==> config.mk <==
export PLATFORM = sky130hd
export DESIGN_NAME = tseq_ctrl_flat
export DESIGN_NICKNAME = d
export VERILOG_FILES = /design/src/rtl/tseq_ctrl_if.sv /design/src/rtl/tseq_ctrl.sv /design/src/flat_wrapper.sv
export SDC_FILE = /design/constraint.sdc
export NUM_CORES = 1
export LEC_CHECK = 0
export CAP_MARGIN = 20
export CORE_UTILIZATION = 45
export CTS_CLUSTER_DIAMETER = 30
export DETAILED_ROUTE_END_ITERATION = 7
export PLACE_DENSITY = 0.68
export SLEW_MARGIN = 20
export SYNTH_ARGS = -nofsm -noshare
export SYNTH_HDL_FRONTEND = slang
export SYNTH_SLANG_ARGS = --single-unit
==> constraint.sdc <==
create_clock -name clk -period 6.3 [get_ports clk]
set_input_delay 1.26 -clock clk [delete_from_list [all_inputs] [get_ports clk]]
set_output_delay 1.26 -clock clk [all_outputs]
set_load 0.02 [all_outputs]
==> src/rtl/tseq_ctrl_if.sv <==
// Configuration, run-control and status bundle for the T-flip-flop sequencer.
// Master drives table writes and run control; slave reports sequenced state.
interface tseq_ctrl_if #(
  parameter int unsigned W  = 2,
  parameter int unsigned LW = 8
);
  logic          cfg_we;
  logic [W-1:0]  cfg_addr;
  logic [W-1:0]  cfg_data;
  logic          cfg_err;
  logic          start;
  logic [LW-1:0] run_len;
  logic          stop;
  logic          step;
  logic [W-1:0]  q;
  logic [W-1:0]  t;
  logic          busy;
  logic          done;

  modport master (
    output cfg_we, cfg_addr, cfg_data, start, run_len, stop, step,
    input  cfg_err, q, t, busy, done
  );

  modport slave (
    input  cfg_we, cfg_addr, cfg_data, start, run_len, stop, step,
    output cfg_err, q, t, busy, done
  );
endinterface

==> src/rtl/tseq_ctrl.sv <==
// Table-driven sequencer for a W-bit T-flip-flop register: each advance moves
// q to table[q], and t exposes the toggle vector that advance applies.
module tseq_ctrl #(
  parameter int unsigned W  = 2,
  parameter int unsigned LW = 8
) (
  input logic         clk,
  input logic         nrst,
  tseq_ctrl_if.slave  bus
);
  localparam int unsigned DEPTH = 1 << W;

  typedef enum logic [1:0] {IDLE, RUN, PAUSE} state_t;

  state_t        state, state_n;
  logic [W-1:0]  tbl [DEPTH];
  logic [W-1:0]  q, q_n, nxt;
  logic [LW-1:0] rem, rem_n;
  logic          done, done_n;
  logic          cfg_err, cfg_err_n;
  logic          advance;
  logic          tbl_we;

  assign nxt = tbl[q];

  always_comb begin
    state_n   = state;
    q_n       = q;
    rem_n     = rem;
    done_n    = 1'b0;
    advance   = 1'b0;
    tbl_we    = bus.cfg_we && (state == IDLE);
    cfg_err_n = bus.cfg_we && (state != IDLE);

    // stop outranks start, which outranks step
    case (state)
      IDLE: begin
        if (bus.start) begin
          if (bus.run_len != '0) begin
            rem_n   = bus.run_len;
            state_n = RUN;
          end else begin
            done_n = 1'b1;
          end
        end
      end
      RUN: begin
        if (bus.stop) state_n = PAUSE;
        else          advance = (rem != '0);
      end
      PAUSE: begin
        if (bus.stop)       state_n = IDLE;
        else if (bus.start) state_n = RUN;
        else if (bus.step)  advance = (rem != '0);
      end
      default: state_n = IDLE;
    endcase

    if (advance) begin
      q_n   = nxt;
      rem_n = rem - LW'(1);
      if (rem == LW'(1)) begin
        state_n = IDLE;
        done_n  = 1'b1;
      end
    end
  end

  always_ff @(posedge clk or negedge nrst) begin
    if (!nrst) begin
      state   <= IDLE;
      q       <= '0;
      rem     <= '0;
      done    <= 1'b0;
      cfg_err <= 1'b0;
      for (int unsigned i = 0; i < DEPTH; i++) tbl[i] <= W'(i + 1);
    end else begin
      state   <= state_n;
      q       <= q_n;
      rem     <= rem_n;
      done    <= done_n;
      cfg_err <= cfg_err_n;
      if (tbl_we) tbl[bus.cfg_addr] <= bus.cfg_data;
    end
  end

  assign bus.q       = q;
  assign bus.t       = advance ? (q ^ nxt) : '0;
  assign bus.busy    = (state != IDLE);
  assign bus.done    = done;
  assign bus.cfg_err = cfg_err;
endmodule

==> src/flat_wrapper.sv <==
// flat-port wrapper written by rule: the top's interface ports become plain ports
module tseq_ctrl_flat 
#(
  parameter int unsigned W  = 2,
  parameter int unsigned LW = 8
)
  (clk, nrst, bus_cfg_we, bus_cfg_addr, bus_cfg_data, bus_start, bus_run_len, bus_stop, bus_step, bus_cfg_err, bus_q, bus_t, bus_busy, bus_done);
  tseq_ctrl_if #(.W(W), .LW(LW)) bus_i ();
  input logic clk;
  input logic nrst;
  input wire logic [$bits(bus_i.cfg_we)-1:0] bus_cfg_we;
  input wire logic [$bits(bus_i.cfg_addr)-1:0] bus_cfg_addr;
  input wire logic [$bits(bus_i.cfg_data)-1:0] bus_cfg_data;
  input wire logic [$bits(bus_i.start)-1:0] bus_start;
  input wire logic [$bits(bus_i.run_len)-1:0] bus_run_len;
  input wire logic [$bits(bus_i.stop)-1:0] bus_stop;
  input wire logic [$bits(bus_i.step)-1:0] bus_step;
  output wire logic [$bits(bus_i.cfg_err)-1:0] bus_cfg_err;
  output wire logic [$bits(bus_i.q)-1:0] bus_q;
  output wire logic [$bits(bus_i.t)-1:0] bus_t;
  output wire logic [$bits(bus_i.busy)-1:0] bus_busy;
  output wire logic [$bits(bus_i.done)-1:0] bus_done;
  assign bus_i.cfg_we = bus_cfg_we;
  assign bus_i.cfg_addr = bus_cfg_addr;
  assign bus_i.cfg_data = bus_cfg_data;
  assign bus_i.start = bus_start;
  assign bus_i.run_len = bus_run_len;
  assign bus_i.stop = bus_stop;
  assign bus_i.step = bus_step;
  assign bus_cfg_err = bus_i.cfg_err;
  assign bus_q = bus_i.q;
  assign bus_t = bus_i.t;
  assign bus_busy = bus_i.busy;
  assign bus_done = bus_i.done;
  tseq_ctrl #(.W(W), .LW(LW)) u_core (.clk(clk), .nrst(nrst), .bus(bus_i));
endmodule
# Word level (Yosys, flattened, before mapping)
# Index checks and enable logic that the tools add are counted.
[word_totals]
input_bits = 18
reg_bits = 22
[op_classes]
bitwise_logic = 3
order_cmp = 3
addsub = 1
n_eq_ne = 3
n_reduce_logical = 11
mux = 29
[ops]
columns = ["cell", "count"]
rows = [
  ["8-bit 2-to-1 mux", 4],
  ["2-bit 2-to-1 mux", 11],
  ["8-bit nonzero test", 2],
  ["1-bit 2-to-1 mux", 9],
  ["8-bit bitwise mux", 1],
  ["8-bit by 1-bit equality test with 1-bit output, second input constant", 1],
  ["2-bit nonzero test", 4],
  ["8-bit by 1-bit subtractor with 8-bit output, second input constant", 1],
  ["3-bit >= comparator, second input constant", 2],
  ["2-bit inverter with 3-bit output", 2],
  ["2-bit one-hot mux with 3 select lines", 1],
  ["2-bit binary-select mux with 2-bit select", 1],
  ["2-bit demux with 2-bit select", 1],
  ["1-bit logical AND", 3],
  ["3-bit by 1-bit < comparator with 1-bit output, second input constant", 1],
  ["3-bit AND reduction", 1],
  ["2-bit by 1-bit equality test with 1-bit output, second input constant", 1],
  ["2-bit equality test, second input constant", 1],
  ["2-bit logical NOT", 1],
  ["1-bit one-hot mux with 2 select lines", 1],
  ["2-bit bitwise XOR", 1],
]

# Logic depth before layout (Yosys ltp)
# Gate-level depths: netlist of run 1.
[logic_depth]
ltp_word = 7
depth_mapped = 8
depth_no_buf = 7

# Worst setup path before layout of run 1
# OpenSTA, ideal clock, no wires.
[synth_timing]
kind = "in2out"
startpoint = "in bus_start"
endpoint = "out bus_t[0]"
path_slack_ns = 2.702
t_arrival_ns = 2.338
cell_stages = 5
cell_sequence = "and3b_1 > o32ai_2 > or2_2 > buf_4 > nor2_1"
[synth_between]
elab_chain_len = 4
[synth_rtl]
columns = ["element", "line", "source"]
rows = [
  ["from (decl)", "flat_wrapper.sv:14", "input wire logic [$bits(bus_i.start)-1:0] bus_start;"],
  ["1-bit 2-to-1 mux", "tseq_ctrl.sv:53", "else if (bus.start) state_n = RUN;"],
  ["1-bit 2-to-1 mux", "tseq_ctrl.sv:52", "if (bus.stop) state_n = IDLE;"],
  ["1-bit one-hot mux with 2 select lines", "tseq_ctrl.sv:36", "case (state)"],
  ["2-bit 2-to-1 mux", "tseq_ctrl.sv:88", "assign bus.t = advance ? (q ^ nxt) : '0;"],
  ["to (decl)", "flat_wrapper.sv:20", "output wire logic [$bits(bus_i.t)-1:0] bus_t;"],
]
# Every way passes these cells.

# Worst setup path after layout of run 1
# Ends and elaborated chain as after synthesis.

==> impl_results.html, run 1 <==
<table>
<tr><th>Metric</th><th>Value</th></tr>
<tr><th colspan="2">Route</th></tr>
<tr><td>Initial detailed-routing violation count</td><td>45</td></tr>
<tr><td>Wirelength per Cell</td><td>14.6 um</td></tr>
<tr><td>Router iterations before antenna repair</td><td>4</td></tr>
<tr><td>Routed vias</td><td>1066</td></tr>
<tr><td>Detail-routed via count per cell</td><td>5.86</td></tr>
<tr><td>ANT nets after route</td><td>0</td></tr>
<tr><td>Detailed-route DRC error count</td><td>0</td></tr>
<tr><td>Drt total wl</td><td>2650 um</td></tr>
<tr><th colspan="2">Setup path</th></tr>
<tr><td>Critical setup path kind</td><td>in2out</td></tr>
<tr><td>Critical path peak fanout</td><td>21</td></tr>
<tr><td>Worst r2r path cells</td><td>7</td></tr>
<tr><td>R2R Path End</td><td>u_core.rem[7]</td></tr>
<tr><td>Worst path arrival time</td><td>3.36 ns</td></tr>
<tr><td>Required arrival time at the worst endpoint</td><td>5.04 ns</td></tr>
<tr><td>Critical Path Sink Type</td><td>output pin</td></tr>
<tr><td>Launching element type of the critical path</td><td>primary input</td></tr>
<tr><td>Reg-to-reg startpoint</td><td>u_core.rem[1]</td></tr>
<tr><td>Reg2reg setup slack</td><td>3.87 ns</td></tr>
<tr><th colspan="2">Logic synthesis</th></tr>
<tr><td>Synth Area per Inst</td><td>10.2 um^2</td></tr>
<tr><td>Post-synthesis share of cell area spent on full adders, half adders and majority gates</td><td>5.82%</td></tr>
<tr><td>Dominant combinational cell family by area after synthesis</td><td>compound AO/OA/AOI/OAI gates</td></tr>
<tr><td>Synth Warn #</td><td>0</td></tr>
<tr><td>Sequential fraction of the synthesis area</td><td>43.1%</td></tr>
<tr><td>Number of nets produced by synthesis</td><td>150</td></tr>
<tr><td>Gate count after technology mapping</td><td>126</td></tr>
<tr><td>Number of distinct library cell variants in the gate-level netlist after synthesis</td><td>39</td></tr>
<tr><td>Multiplexer fraction of the synthesized cell area</td><td>12.8%</td></tr>
<tr><td>Async set-or-reset flop fraction in the synthesized netlist</td><td>100%</td></tr>
<tr><td>Post-synthesis compound-gate area fraction</td><td>16.9%</td></tr>
<tr><td>Number of storage elements in the synthesis netlist</td><td>22</td></tr>
<tr><td>Most common flop cell mapped by yosys</td><td>sky130_fd_sc_hd__dfrtp_1</td></tr>
<tr><td>Number of enable flip-flop cells after synthesis</td><td>0</td></tr>
<tr><td>Simple-gate area share of the yosys netlist</td><td>16.4%</td></tr>
<tr><td>Post-synthesis instance area</td><td>1290 um^2</td></tr>
<tr><td>Parity-gate share of the synthesized area counting xor and xnor cells</td><td>0.679%</td></tr>
<tr><th colspan="2">Clocking</th></tr>
<tr><td>TritonCTS Buffers</td><td>3</td></tr>
<tr><td>CTS Root Buffer Type</td><td>sky130_fd_sc_hd__clkbuf_4</td></tr>
<tr><td>Clock tree buffer depth</td><td>2</td></tr>
<tr><td>Post-CTS Resized</td><td>0</td></tr>
<tr><td>CTS H-tree lvls</td><td>1</td></tr>
<tr><td>Number of buffers added to fix hold violations after cts</td><td>0</td></tr>
<tr><td>Clock transition at path regs</td><td>0.12 ns</td></tr>
<tr><td>Later-pin clock latency in the skew report</td><td>0.32 ns</td></tr>
<tr><td>Buffers inserted during post-CTS setup optimization</td><td>0</td></tr>
<tr><td>Total clock sinks</td><td>22</td></tr>
<tr><td>TritonCTS clock tree</td><td>built</td></tr>
<tr><th colspan="2">Finish</th></tr>
<tr><td>Register cell area after layout</td><td>556 um^2</td></tr>
<tr><td>Final-stage net count</td><td>176</td></tr>
<tr><td>Number of antenna cells inserted</td><td>0</td></tr>
<tr><td>Area added between synthesis and finish</td><td>23.6%</td></tr>
<tr><td>Proportion of layout cells with a drive suffix above 1</td><td>16.6%</td></tr>
<tr><td>Multi-input gate area</td><td>678 um^2</td></tr>
<tr><td>Filler cell count</td><td>245</td></tr>
<tr><td>Cell area after layout</td><td>1590 um^2</td></tr>
<tr><th colspan="2">STA</th></tr>
<tr><td>Measured slew at the worst slew-check pin</td><td>0.473 ns</td></tr>
<tr><td>Max_slew headroom</td><td>68.5%</td></tr>
<tr><td>Achievable frequency</td><td>0.217 GHz</td></tr>
<tr><td>Max Slew Vio Count</td><td>0</td></tr>
<tr><td>Sum of negative setup slack</td><td>0 ns</td></tr>
<tr><td>Setup repair after global routing missed its margin</td><td>false</td></tr>
<tr><td>Final critical-path required period</td><td>4.62 ns</td></tr>
<tr><td>Share of the cycle needed by the critical path after routing</td><td>73.3%</td></tr>
<tr><td>Clock tree skew after final layout</td><td>0.0187 ns</td></tr>
<tr><td># setup viols final</td><td>0</td></tr>
<tr><td>Final count of hold timing violations</td><td>0</td></tr>
<tr><th colspan="2">Floorplan</th></tr>
<tr><td>Effective utilization at floorplan</td><td>47.2%</td></tr>
<tr><td>Die width</td><td>55.5 um</td></tr>
<tr><td>Count of pins on the block boundary</td><td>25</td></tr>
<tr><td>Die Ht</td><td>55.5 um</td></tr>
<tr><td>Core box area</td><td>2730 um^2</td></tr>
<tr><td>Site row count</td><td>19</td></tr>
<tr><td>Total die area</td><td>3080 um^2</td></tr>
<tr><th colspan="2">Global routing</th></tr>
<tr><td>Number of global-route vias before repair</td><td>975</td></tr>
<tr><td>Wire length of the first global-routing pass</td><td>4440 um</td></tr>
<tr><td>Overflow left after global routing</td><td>0</td></tr>
<tr><td>Largest net degree at the start of global routing</td><td>23</td></tr>
<tr><td>Antenna violations before repair</td><td>0</td></tr>
<tr><td>All-layer global routing usage</td><td>18.7%</td></tr>
<tr><th colspan="2">Hold path</th></tr>
<tr><td>Instance count along the most critical hold path</td><td>1</td></tr>
<tr><td>Min-Delay Endpoint</td><td>u_core.tbl[0]</td></tr>
<tr><td>Type of the tightest min-delay check</td><td>reg2reg</td></tr>
<tr><td>Worst Hold Launch</td><td>u_core.tbl[0]</td></tr>
<tr><th colspan="2">Power and ir drop</th></tr>
<tr><td>Pwr/cell area</td><td>468 nW/um^2</td></tr>
<tr><td>Worst supply voltage drop on vdd</td><td>0.280 mV</td></tr>
<tr><td>LEAKAGE</td><td>0.000670 uW</td></tr>
<tr><th colspan="2">Placed design</th></tr>
<tr><td>Half-perimeter wire length after placement</td><td>2070 um</td></tr>
<tr><td>Gpl congestion</td><td>0.768</td></tr>
<tr><td>Cell area after placement</td><td>1550 um^2</td></tr>
<tr><td>Port Buffers</td><td>24</td></tr>
<tr><th colspan="2">Job</th></tr>
<tr><td>Number of maximum-capacitance constraint violations</td><td>0</td></tr>
<tr><th colspan="2">Status</th></tr>
<tr><td>Result of the run</td><td>finished clean</td></tr>
</table>
-- worst max-delay path: stages --
cell and delay, ns:
sky130_fd_sc_hd__clkdlybuf4s50_1 0.47, sky130_fd_sc_hd__and3b_1 0.29, sky130_fd_sc_hd__o32ai_2 0.10, sky130_fd_sc_hd__or2_2 0.45, sky130_fd_sc_hd__nor2_1 0.17, sky130_fd_sc_hd__clkdlybuf4s50_1 0.61
-- state kept, by name (all words and copies together), names as in the netlist --
| signal | flops |
|---|---|
| u_core.bus.cfg_err | 1 |
| u_core.state | 2 |
| u_core.bus.done | 1 |
| u_core.tbl | 8 |
| u_core.bus.q | 2 |
| u_core.rem | 8 |
-- how the worst max path moves through the flow --
stage                   start        to  depth (start not counted)
finish              bus_start  bus_t[0]                          6
global route        bus_start  bus_t[0]                          6
global placement    bus_start  bus_t[0]                          6
floorplan           bus_start  bus_t[0]                          5
detailed placement  bus_start  bus_t[0]                          6
CTS                 bus_start  bus_t[0]                          6
-- cell type report --
type | instances | share of cell area [%]
multi-input combinational | 92 | 42.5
clock buffer | 3 | 1.41
inverter | 9 | 2.12
sequential | 22 | 34.9
clock inverter | 1 | 1.88
tap | 31 | 2.43
timing repair buffer | 24 | 14.8
-- synth_stat cells, types with 2 or more instances --
library cell	n	share of area (%)
sky130_fd_sc_hd__mux2_2	9	7.9
sky130_fd_sc_hd__a221o_1	5	3.9
sky130_fd_sc_hd__mux2i_1	3	2.3
sky130_fd_sc_hd__ha_1	6	5.8
sky130_fd_sc_hd__nor3b_1	2	1.2
sky130_fd_sc_hd__o21ai_0	2	0.78
sky130_fd_sc_hd__nor4_1	4	1.9
sky130_fd_sc_hd__a21oi_1	8	3.1
sky130_fd_sc_hd__inv_1	8	2.3
sky130_fd_sc_hd__dfrtp_1	18	35
sky130_fd_sc_hd__dfstp_2	4	8.1
sky130_fd_sc_hd__nand3_1	2	0.78
sky130_fd_sc_hd__o21ai_1	6	2.3
sky130_fd_sc_hd__nor2_1	12	3.5
sky130_fd_sc_hd__nand2_1	9	2.6
sky130_fd_sc_hd__nor3_1	5	1.9
-- routing by layer --
| metal | vias up | part of all wire (%) | global-route usage (%) |
|---|---|---|---|
| li1 | 512 | - | - |
| met1 | 517 | 47 | 26.5 |
| met2 | 33 | 46 | 26.9 |
| met3 | 4 | 6.4 | 4.68 |
| met4 | 0 | 0.98 | 8.57 |
| met5 | - | 0 | 0 |
-- per-stage QoR --
stage               hold WS, ns  power, uW  instances  worst slack, ns  util, %
floorplan                 0.474        537        126             2.70        -
global placement          0.487        625        178             1.78     56.6
detailed placement        0.493        639        178             1.69     56.6
CTS                       0.523        753        182             1.68     58.5
global route              0.546        805        182             1.58     58.3
finish                    0.519        747        182             1.68     58.3
-- cell families (layout without fill, tap and decap cells) --
| kind of cell | after synthesis | after routing |
|---|---|---|
| compound gates | 30 | 30 |
| xor+xnor | 1 | 1 |
| fa+ha+maj | 6 | 6 |
| buf+inv | 12 | 37 |
| flops | 22 | 22 |
| mux | 14 | 14 |
| simple gates | 41 | 41 |
-- power breakdown --
group / switching (uW) / total (uW) / internal (uW) / leakage, uW
sequential: 60.7 / 276 / 215 / 0.000265
combinational: 181 / 359 / 178 / 0.000377
clock: 47.4 / 112 / 64.3 / 0.0000279
total: 290 / 747 / 457 / 0.000670
-- placed cells by master, fill, tap and decap left out, types with 2 or more instances in the layout --
| cell | n |
|---|---|
| sky130_fd_sc_hd__nor2_1 | 12 |
| sky130_fd_sc_hd__a21oi_1 | 8 |
| sky130_fd_sc_hd__nor3_1 | 5 |
| sky130_fd_sc_hd__nand3_1 | 2 |
| sky130_fd_sc_hd__clkdlybuf4s50_1 | 23 |
| sky130_fd_sc_hd__inv_1 | 8 |
| sky130_fd_sc_hd__dfrtp_1 | 18 |
| sky130_fd_sc_hd__mux2i_1 | 3 |
| sky130_fd_sc_hd__o21ai_0 | 2 |
| sky130_fd_sc_hd__mux2_2 | 9 |
| sky130_fd_sc_hd__o21ai_1 | 6 |
| sky130_fd_sc_hd__clkbuf_4 | 3 |
| sky130_fd_sc_hd__nand2_1 | 9 |
| sky130_fd_sc_hd__nor4_1 | 4 |
| sky130_fd_sc_hd__ha_1 | 6 |
| sky130_fd_sc_hd__nor3b_1 | 2 |
| sky130_fd_sc_hd__dfstp_2 | 4 |
| sky130_fd_sc_hd__a221o_1 | 5 |
(Power assumes the default switching activity.)
==> run 2, diff against run 1 <==
PLACE_DENSITY = 0.71   (was 0.68)
clock period = 4.2 ns   (was 6.3 ns; I/O delays follow)
==> run 2 against run 1 <==
Compared with the run above:
- die area unchanged
- via count down 0.94%
- register-to-register slack worse by 2.1 ns
- clock-buffer cell count up 1
- total power up 42%
- clock skew down 0.015 ns
- sequential cell count unchanged
- hold slack worse by 0.047 ns
- cell area down 1.2%
- routed wire length up 4.9%
- critical path type unchanged
- critical endpoint unchanged
- largest power group unchanged
- highest routed layer unchanged
==> impl_results.html, run 2 (synthesis results as in run 1) <==
<table>
<tr><th>Metric</th><th>Value</th></tr>
<tr><th colspan="2">Status</th></tr>
<tr><td>Result of the run</td><td>finished clean</td></tr>
<tr><th colspan="2">Clocking</th></tr>
<tr><td>TritonCTS clock tree</td><td>built</td></tr>
<tr><td>Clock tree buffer depth</td><td>2</td></tr>
<tr><td>CTS Root Buffer Type</td><td>sky130_fd_sc_hd__clkbuf_4</td></tr>
<tr><td>Buffers inserted during post-CTS setup optimization</td><td>0</td></tr>
<tr><td>TritonCTS Buffers</td><td>3</td></tr>
<tr><td>Total clock sinks</td><td>22</td></tr>
<tr><td>Number of buffers added to fix hold violations after cts</td><td>0</td></tr>
<tr><td>Later-pin clock latency in the skew report</td><td>0.31 ns</td></tr>
<tr><td>Post-CTS Resized</td><td>0</td></tr>
<tr><td>CTS H-tree lvls</td><td>1</td></tr>
<tr><td>Clock transition at path regs</td><td>0.12 ns</td></tr>
<tr><th colspan="2">Placed design</th></tr>
<tr><td>Port Buffers</td><td>24</td></tr>
<tr><td>Half-perimeter wire length after placement</td><td>2100 um</td></tr>
<tr><td>Gpl congestion</td><td>0.809</td></tr>
<tr><th colspan="2">Setup path</th></tr>
<tr><td>Worst path arrival time</td><td>2.74 ns</td></tr>
<tr><td>Critical setup path kind</td><td>in2out</td></tr>
<tr><td>Cell family contributing the most delay on the critical path</td><td>buffers and inverters</td></tr>
<tr><td>R2R Path End</td><td>u_core.rem[7]</td></tr>
<tr><td>Critical Path Sink Type</td><td>output pin</td></tr>
<tr><td>Cell with the largest stage delay on the worst path</td><td>sky130_fd_sc_hd__clkdlybuf4s50_1</td></tr>
<tr><td>Worst r2r path cells</td><td>8</td></tr>
<tr><td>Reg-to-reg startpoint</td><td>u_core.rem[0]</td></tr>
<tr><td>Cell with the most instances on the worst path</td><td>sky130_fd_sc_hd__clkdlybuf4s50_1</td></tr>
<tr><td>Count of buffering cells on the critical path with inverters included</td><td>2</td></tr>
<tr><td>Launching element type of the critical path</td><td>primary input</td></tr>
<tr><td>Critical path peak fanout</td><td>6</td></tr>
<tr><td>Biggest cell delay along the critical path</td><td>0.61 ns</td></tr>
<tr><td>Cell-by-cell listing of the critical path</td><td>clkdlybuf4s50_1 &gt; and3b_1 &gt; o32ai_2 &gt; or2_2 &gt; nor2_1 &gt; clkdlybuf4s50_1</td></tr>
<tr><td>Reg2reg setup slack</td><td>1.81 ns</td></tr>
<tr><td>Required arrival time at the worst endpoint</td><td>3.36 ns</td></tr>
<tr><th colspan="2">Power and ir drop</th></tr>
<tr><td>Pwr/cell area</td><td>674 nW/um^2</td></tr>
<tr><td>LEAKAGE</td><td>0.000661 uW</td></tr>
<tr><td>Worst supply voltage drop on vdd</td><td>0.459 mV</td></tr>
<tr><th colspan="2">Job</th></tr>
<tr><td>Number of maximum-capacitance constraint violations</td><td>0</td></tr>
<tr><th colspan="2">Hold path</th></tr>
<tr><td>Type of the tightest min-delay check</td><td>in2async</td></tr>
<tr><th colspan="2">STA</th></tr>
<tr><td>Final count of hold timing violations</td><td>0</td></tr>
<tr><td>Clock tree skew after final layout</td><td>0.00408 ns</td></tr>
<tr><td>Max_slew headroom</td><td>66.4%</td></tr>
<tr><td>Max Slew Vio Count</td><td>0</td></tr>
<tr><td># setup viols final</td><td>0</td></tr>
<tr><td>Share of the cycle needed by the critical path after routing</td><td>85.3%</td></tr>
<tr><td>Worst-case hold slack</td><td>0.472 ns</td></tr>
<tr><td>Setup repair after global routing missed its margin</td><td>false</td></tr>
<tr><td>Final critical-path required period</td><td>3.58 ns</td></tr>
<tr><td>Achievable frequency</td><td>0.279 GHz</td></tr>
<tr><td>Sum of negative setup slack</td><td>0 ns</td></tr>
<tr><td>Measured slew at the worst slew-check pin</td><td>0.499 ns</td></tr>
<tr><th colspan="2">Route</th></tr>
<tr><td>Detail-routed via count per cell</td><td>5.77</td></tr>
<tr><td>Router iterations before antenna repair</td><td>4</td></tr>
<tr><td>Initial detailed-routing violation count</td><td>42</td></tr>
<tr><td>Wirelength per Cell</td><td>15.2 um</td></tr>
<tr><td>Routed vias</td><td>1056</td></tr>
<tr><td>Drt total wl</td><td>2780 um</td></tr>
<tr><td>Detailed-route DRC error count</td><td>0</td></tr>
<tr><td>ANT nets after route</td><td>0</td></tr>
<tr><th colspan="2">Finish</th></tr>
<tr><td>Filler cell count</td><td>241</td></tr>
<tr><td>Number of antenna cells inserted</td><td>0</td></tr>
<tr><td>Top library cells by usage in the layout, fill and taps aside</td><td>sky130_fd_sc_hd__clkdlybuf4s50_1 (23), sky130_fd_sc_hd__dfrtp_1 (18), sky130_fd_sc_hd__nor2_1 (12)</td></tr>
<tr><td>Area added between synthesis and finish</td><td>22.1%</td></tr>
<tr><td>Proportion of layout cells with a drive suffix above 1</td><td>16.4%</td></tr>
<tr><td>Final-stage net count</td><td>177</td></tr>
<tr><td>Largest registers</td><td>u_core.rem (8), u_core.tbl (8)</td></tr>
<tr><td>Leading cell type in the layout, fill and taps excluded</td><td>sky130_fd_sc_hd__clkdlybuf4s50_1</td></tr>
<tr><th colspan="2">Floorplan</th></tr>
<tr><td>Effective utilization at floorplan</td><td>47.2%</td></tr>
<tr><td>Count of pins on the block boundary</td><td>25</td></tr>
<tr><td>Total die area</td><td>3080 um^2</td></tr>
<tr><td>Die width</td><td>55.5 um</td></tr>
<tr><td>Core box area</td><td>2730 um^2</td></tr>
<tr><td>Site row count</td><td>19</td></tr>
<tr><td>Die Ht</td><td>55.5 um</td></tr>
<tr><th colspan="2">Global routing</th></tr>
<tr><td>Number of global-route vias before repair</td><td>1032</td></tr>
<tr><td>Wire length of the first global-routing pass</td><td>4810 um</td></tr>
<tr><td>Antenna violations before repair</td><td>0</td></tr>
<tr><td>Largest net degree at the start of global routing</td><td>23</td></tr>
<tr><td>All-layer global routing usage</td><td>19.9%</td></tr>
<tr><td>Overflow left after global routing</td><td>0</td></tr>
</table>
## run 2: layout make-up
cell class	instances	area [um^2]	area share, %
timing repair buffer	25	243	15.4
multi-input combinational	92	678	43.1
inverter	9	33.8	2.14
clock buffer	4	26.3	1.67
sequential	22	556	35.3
tap	31	38.8	2.46
## run 2: stage by stage
| step | util (%) | setup WS, ns | instances | total power, uW | instance area (um^2) |
|---|---|---|---|---|---|
| after floorplan | - | 1.44 | 126 | 806 | 1290 |
| after global placement | 56.8 | 0.644 | 179 | 941 | 1550 |
| after detailed placement | 56.8 | 0.608 | 179 | 964 | 1550 |
| after CTS | 57.8 | 0.609 | 183 | 1070 | 1580 |
| after global routing | 57.6 | 0.487 | 183 | 1140 | 1580 |
| final | 57.6 | 0.618 | 183 | 1060 | 1580 |
## run 2: how the worst max path moves through the flow
stage          startpoint        to  slack [ns]  cells after the start
3_3_place_gp    bus_start  bus_t[1]        0.64                      6
2_1_floorplan   bus_start  bus_t[0]        1.44                      5
4_1_cts         bus_start  bus_t[0]        0.61                      6
3_5_place_dp    bus_start  bus_t[0]        0.61                      6
6_report        bus_start  bus_t[0]        0.62                      6
5_1_grt         bus_start  bus_t[0]        0.49                      6
## run 2: metal layers
| layer | vias up | wire [um] | GRT usage [%] | share of wire (%) |
|---|---|---|---|---|
| met5 | - | 0 | 0 | 0 |
| met2 | 16 | 1310 | 32.5 | 47 |
| met3 | 2 | 89 | 4.92 | 3.2 |
| li1 | 514 | - | - | - |
| met4 | 0 | 24 | 5.36 | 0.86 |
| met1 | 524 | 1350 | 26.3 | 49 |
## run 2: power breakdown
part	total (uW)	internal, uW	switching (uW)	leakage, uW
combinational	545	271	274	0.000381
clock	101	37.1	63.7	0.0000150
sequential	416	323	93.5	0.000265
